### src/rtl/l2_tlb_tag_lookup.sv
// l2_tlb_tag_lookup: tag/valid stage of the 4-way L2 TLB.
// Compares a lookup VPN against the four tag ways of the indexed set and
// returns a one-hot-or-zero hit vector (bit 4 = passthrough). On a miss it
// runs the PTW request/response handshake, picks a victim way, installs the
// tag and pulses refill_valid so the external PPN/permission arrays follow.
//
// Handshake rule for req_* and ptw_req_*: a transfer happens on a rising
// edge where valid && ready are both high; valid is never withdrawn and its
// payload never changes until that transfer happens.
`timescale 1ns/1ps
module l2_tlb_tag_lookup #(
    parameter  int SETS  = 16,
    parameter  int VPN_W = 31,
    localparam int IW    = $clog2(SETS)
) (
    input  logic             clk,
    input  logic             reset_n,
    input  logic             req_valid,
    output logic             req_ready,
    input  logic [VPN_W-1:0] req_vpn,
    input  logic             req_passthrough,
    input  logic             flush,
    output logic             resp_valid,
    output logic [4:0]       resp_hitsVec,
    output logic             resp_miss,
    output logic [IW-1:0]    resp_idx,
    output logic [3:0]       resp_valid_way,
    output logic             ptw_req_valid,
    input  logic             ptw_req_ready,
    output logic [VPN_W-1:0] ptw_req_vpn,
    input  logic             ptw_resp_valid,
    input  logic             ptw_resp_error,
    output logic             refill_valid,
    output logic [1:0]       refill_way,
    output logic [IW-1:0]    refill_idx,
    output logic [1:0]       dbg_state
);

    localparam int TW = VPN_W - IW;

    typedef enum logic [1:0] {
        S_READY    = 2'd0,
        S_RESP     = 2'd1,
        S_PTW_REQ  = 2'd2,
        S_PTW_WAIT = 2'd3
    } state_t;

    state_t           state_q, state_d;
    logic [3:0]       valid_q [SETS];
    logic [TW-1:0]    tag_q   [4][SETS];
    logic [1:0]       rr_q;
    logic             drop_q;
    logic [VPN_W-1:0] cap_vpn_q;
    logic [1:0]       refill_way_q;
    logic [IW-1:0]    refill_idx_q;

    logic [IW-1:0]    req_idx, cap_idx;
    logic [TW-1:0]    req_tag, cap_tag;
    logic [4:0]       lookup_hits;
    logic [3:0]       set_valid;
    logic [1:0]       victim_way;
    logic             accept;

    assign req_idx   = req_vpn[IW-1:0];
    assign req_tag   = req_vpn[VPN_W-1:IW];
    assign cap_idx   = cap_vpn_q[IW-1:0];
    assign cap_tag   = cap_vpn_q[VPN_W-1:IW];
    assign accept    = req_valid && req_ready;
    assign dbg_state = state_q;

    // Tag compare against the set addressed by the incoming request; the
    // result is registered at accept and presented during S_RESP. Arrays can
    // only change from a flush at the end of S_RESP, so this equals the
    // compare against the captured VPN in the response cycle.
    always_comb begin
        lookup_hits = '0;
        for (int w = 0; w < 4; w++) begin
            lookup_hits[w] = valid_q[req_idx][w] && (tag_q[w][req_idx] == req_tag);
        end
        if (req_passthrough) lookup_hits = 5'b10000;
    end

    // Victim: lowest-index invalid way, else the round-robin way.
    always_comb begin
        set_valid  = valid_q[cap_idx];
        victim_way = rr_q;
        for (int w = 3; w >= 0; w--) begin
            if (!set_valid[w]) victim_way = 2'(w);
        end
    end

    // Next-state and strobe outputs.
    always_comb begin
        state_d       = state_q;
        req_ready     = 1'b0;
        resp_valid    = 1'b0;
        ptw_req_valid = 1'b0;
        refill_valid  = 1'b0;
        case (state_q)
            S_READY: begin
                req_ready = !flush;
                if (req_valid && !flush) state_d = S_RESP;
            end
            S_RESP: begin
                resp_valid = 1'b1;
                state_d    = (resp_hitsVec == 5'd0) ? S_PTW_REQ : S_READY;
            end
            S_PTW_REQ: begin
                ptw_req_valid = 1'b1;
                if (ptw_req_ready) state_d = S_PTW_WAIT;
            end
            S_PTW_WAIT: begin
                if (ptw_resp_valid) begin
                    state_d      = S_READY;
                    refill_valid = !ptw_resp_error && !drop_q && !flush;
                end
            end
            default: state_d = S_READY;
        endcase
    end

    assign resp_miss  = resp_valid && (resp_hitsVec == 5'd0);
    assign refill_way = refill_valid ? victim_way : refill_way_q;
    assign refill_idx = refill_valid ? cap_idx    : refill_idx_q;

    // State register, captured request, held response/refill fields, rr, drop.
    always_ff @(posedge clk or negedge reset_n) begin
        if (!reset_n) begin
            state_q        <= S_READY;
            rr_q           <= 2'd0;
            drop_q         <= 1'b0;
            cap_vpn_q      <= '0;
            resp_hitsVec   <= '0;
            resp_idx       <= '0;
            resp_valid_way <= '0;
            ptw_req_vpn    <= '0;
            refill_way_q   <= '0;
            refill_idx_q   <= '0;
        end else begin
            state_q <= state_d;
            if (accept) begin
                cap_vpn_q      <= req_vpn;
                resp_hitsVec   <= lookup_hits;
                resp_idx       <= req_idx;
                resp_valid_way <= valid_q[req_idx];
            end
            if (resp_miss) ptw_req_vpn <= cap_vpn_q;
            if (state_q == S_PTW_WAIT && ptw_resp_valid) begin
                drop_q <= 1'b0;
            end else if (flush && (state_q == S_PTW_REQ || state_q == S_PTW_WAIT)) begin
                drop_q <= 1'b1;
            end
            if (refill_valid) begin
                refill_way_q <= victim_way;
                refill_idx_q <= cap_idx;
                if (&set_valid) rr_q <= rr_q + 2'd1;
            end
        end
    end

    // Valid bits: flush wins over a fill in the same cycle.
    always_ff @(posedge clk or negedge reset_n) begin
        if (!reset_n) begin
            for (int s = 0; s < SETS; s++) valid_q[s] <= '0;
        end else if (flush) begin
            for (int s = 0; s < SETS; s++) valid_q[s] <= '0;
        end else if (refill_valid) begin
            valid_q[cap_idx][victim_way] <= 1'b1;
        end
    end

    // Tag array write on refill; tags carry no reset.
    always_ff @(posedge clk) begin
        if (refill_valid) tag_q[victim_way][cap_idx] <= cap_tag;
    end

endmodule

### config.mk
export PLATFORM = sky130hd
export DESIGN_NAME = l2_tlb_tag_lookup
export DESIGN_NICKNAME = d
export VERILOG_FILES = /design/src/rtl/l2_tlb_tag_lookup.sv
export SDC_FILE = /design/constraint.sdc
export NUM_CORES = 2
export LEC_CHECK = 0
export CAP_MARGIN = 20
export CORE_MARGIN = 4
export CORE_UTILIZATION = 25
export CTS_BUF_LIST = sky130_fd_sc_hd__clkbuf_4 sky130_fd_sc_hd__clkbuf_8
export CTS_CLUSTER_SIZE = 14
export DETAILED_ROUTE_END_ITERATION = 6
export GPL_ROUTABILITY_DRIVEN = 1
export PLACE_DENSITY = 0.47
export SETUP_SLACK_MARGIN = 0.3
export SKIP_CTS_REPAIR_TIMING = 1
export SLEW_MARGIN = 20
export SYNTH_ARGS = -nofsm -noshare
export SYNTH_HDL_FRONTEND = slang
export SYNTH_SLANG_ARGS = --single-unit
### constraint.sdc
create_clock -name clk -period 9.95 [get_ports clk]
set_input_delay 1.99 -clock clk [delete_from_list [all_inputs] [get_ports clk]]
set_output_delay 1.99 -clock clk [all_outputs]
set_load 0.01 [all_outputs]
==> flow_metrics.tcl <==
set metrics [dict create \
    run_status "finished, final reports clean" \
    synth.cell_area_um2 75300 \
    cts_tree "built" \
    rsz0062_at_grt "no" \
    power.leakage_nw 28.7 \
    hp-class "flip-flop to flip-flop" \
    critPathMaxStageDelay_ns 0.59 \
    start_util_pct 25.1 \
    drive_above_1_share_pct 27.4 \
    power-per-cell-area_nw_per_um2 223 \
    clk_pin_slew_ns 0.06 \
    hpwl_mm 145 \
    grt_pass1_wl_mm 349 \
    cts_buffer_depth 4 \
    setup-tns-final_ns 0 \
    syn_avg_cell_area_um2 19.3 \
    crit_buf_inv 5 \
    ys_seq_area_share_pct 73.8 \
    vias_per_cell 4.84 \
    die_h_um 557 \
    synth_area_leaders "edfxtp_1 69%, mux4_2 12%, dfrtp_1 4.9%" \
    ys_ff_latch 1874 \
    crit_required_ns 7.96 \
    drc 0 \
    path_cells "buf_2 -> buf_4 -> or4_1 -> buf_4 -> clkinv_1 -> nand2_1 -> nand2_1 -> clkdlybuf4s50_1" \
    worstSetupStartpointType "primary input" \
    cp_data_arrival_time_ns 4.74 \
    postLayoutSetupSlackWorst_ns 3.22 \
    syn_nets 3932 \
    area_growth_pct 17.3 \
    yosys_warnings 0 \
    drv_slew 0 \
    cp_slowest_cell "buf_4" \
    finalWorstPathRequiredPeriod_ns 6.73 \
    period_share_pct 67.7 \
    ys_async_sr_fraction_pct 7.79 \
    end_kind "output port" \
    overflow 0 \
    port_buffers 95 \
    vias 41200 \
    finalInstanceArea_um2 88300 \
    ant_nets 0 \
    htree_levels 5 \
    critPathMaxFanout 70 \
    drv_cap 0 \
    cp_top_family "buffers and inverters" \
    grt.total_usage_pct 16.1 \
    wirelength_mm 255 \
    place_area_um2 81800 \
    clock-sinks 1874 \
    fill_cells 29500 \
    die_area_um2 310000 \
    die_x_um 557 \
    path_class "primary input to output port" \
    firstDrtPassIters 5 \
    ir_drop_uv 159 \
    synth_top_area_share_pct 68.9 \
    io_pins 96 \
    layout_commonest_cell "edfxtp_1" \
    wl_per_cell_um 29.9 \
    max-slew-margin-rel_pct 20.2 \
    num_rows 201 \
    cts_buffers 339 \
    worstSkewPairLatency_ns 1.08 \
    synth_cell_types 80 \
    total_power_mw 19.7 \
    synth_flop_cell "edfxtp_1" \
    root_buffer "clkbuf_8" \
    grt_max_degree 97 \
    worstMarginPinSlew_ns 1.19 \
    netlist_instances 3893 \
    coreArea_um2 300000 \
    layout_common_cells "1728 x edfxtp_1, 395 x mux4_2, 355 x clkbuf_8" \
    gp_congestion 0.823 \
    synth_edf_count 1728 \
    netlist.top_cell.by_area "edfxtp_1" \
    first_global_vias 41800 \
    hold_viol 0 \
    antenna_found_initial 24 \
    setup_viol 0 \
    max_freq_ghz 0.148 \
    worst_clock_skew_ns 0.0926 \
    post-place-ws_ns 3.15 \
    fin_nets 4305 \
    drtIter0Drc 4793 \
]
## worst paths after layout
path / start / to / slack (ns) / depth (start not counted)
setup / recovery: flush / refill_idx[0] / 3.22 / 8
hold / removal: rr_q[1]$_DFFE_PN0P_ / rr_q[1]$_DFFE_PN0P_ / 0.47 / 1
setup reg to reg: resp_idx[0]$_DFFE_PN0P_ / tag_q[1][55]$_DFFE_PP_ / 5.41 / 9
hold reg to reg: rr_q[1]$_DFFE_PN0P_ / rr_q[1]$_DFFE_PN0P_ / 0.47 / 1
max in group asynchronous: reset_n / cap_vpn_q[7]$_DFFE_PN0P_ / 6.97 / 3
min in group asynchronous: reset_n / ptw_req_vpn[21]$_DFFE_PN0P_ / 0.92 / 1
## metrics by stage
step / util, % / std cells / hold slack, ns
2_1_floorplan: - / 3893 / 0.439
3_3_place_gp: 27.2 / 7874 / 0.453
3_5_place_dp: 27.3 / 7879 / 0.456
4_1_cts: 29.4 / 8480 / 0.468
5_1_grt: 29.4 / 8489 / 0.503
6_report: 29.5 / 8503 / 0.468
## cells by family after synthesis
| family | count (synthesis) | share of synthesized area (%) |
|---|---|---|
| flops | 1874 | 73.8 |
| mux | 667 | 15.6 |
| compound gates | 379 | 3.58 |
| buf+inv | 300 | 2.11 |
| xor+xnor | 149 | 1.73 |
| simple gates | 524 | 3.15 |
## flip-flops by register name, summed over array words and instances (netlist names), named ones only
name and flops:
tag_q 1728, resp_valid_way 4, drop_q 1, rr_q 2, dbg_state 1, resp_hitsVec 5, ptw_req_vpn 31, resp_idx 3
cap_vpn_q 28, refill_idx_q 4, valid_q 64, refill_way_q 2
## power breakdown
part	switching (mW)	internal (mW)	total [mW]	leakage (nW)
registers	0.443	9.73	10.2	17.6
clock network	3.21	3.78	6.99	3.39
logic	1.93	0.593	2.52	7.68
## metal layers
| layer | track usage, % | wire length, um |
|---|---|---|
| met5 | 0 | 13 |
| met4 | 4.97 | 7330 |
| met3 | 3.60 | 19700 |
| met2 | 25.0 | 117000 |
| met1 | 22.4 | 111000 |
## Yosys cell counts (28+ instances only)
cell type	n
a21oi_1	34
a22oi_1	62
buf_2	92
buf_4	31
clkbuf_1	65
dfrtp_1	146
edfxtp_1	1728
inv_1	57
mux2i_1	241
mux4_2	395
nand2_1	258
nand3_1	28
nor2_1	106
o21ai_0	53
o22ai_1	81
xnor2_1	98
xor2_1	51
## layout make-up
type / count / area [um2] / area share, %
Sequential cell: 1874 / 55600 / 62.9
Multi-Input combinational cell: 1719 / 18600 / 21.1
Clock buffer: 464 / 5700 / 6.46
Tap cell: 3958 / 4950 / 5.61
Timing Repair Buffer: 264 / 2460 / 2.79
Clock inverter: 137 / 667 / 0.755
Inverter: 68 / 258 / 0.292
Antenna cell: 19 / 47.5 / 0.0538
(Power assumes the default switching activity.)
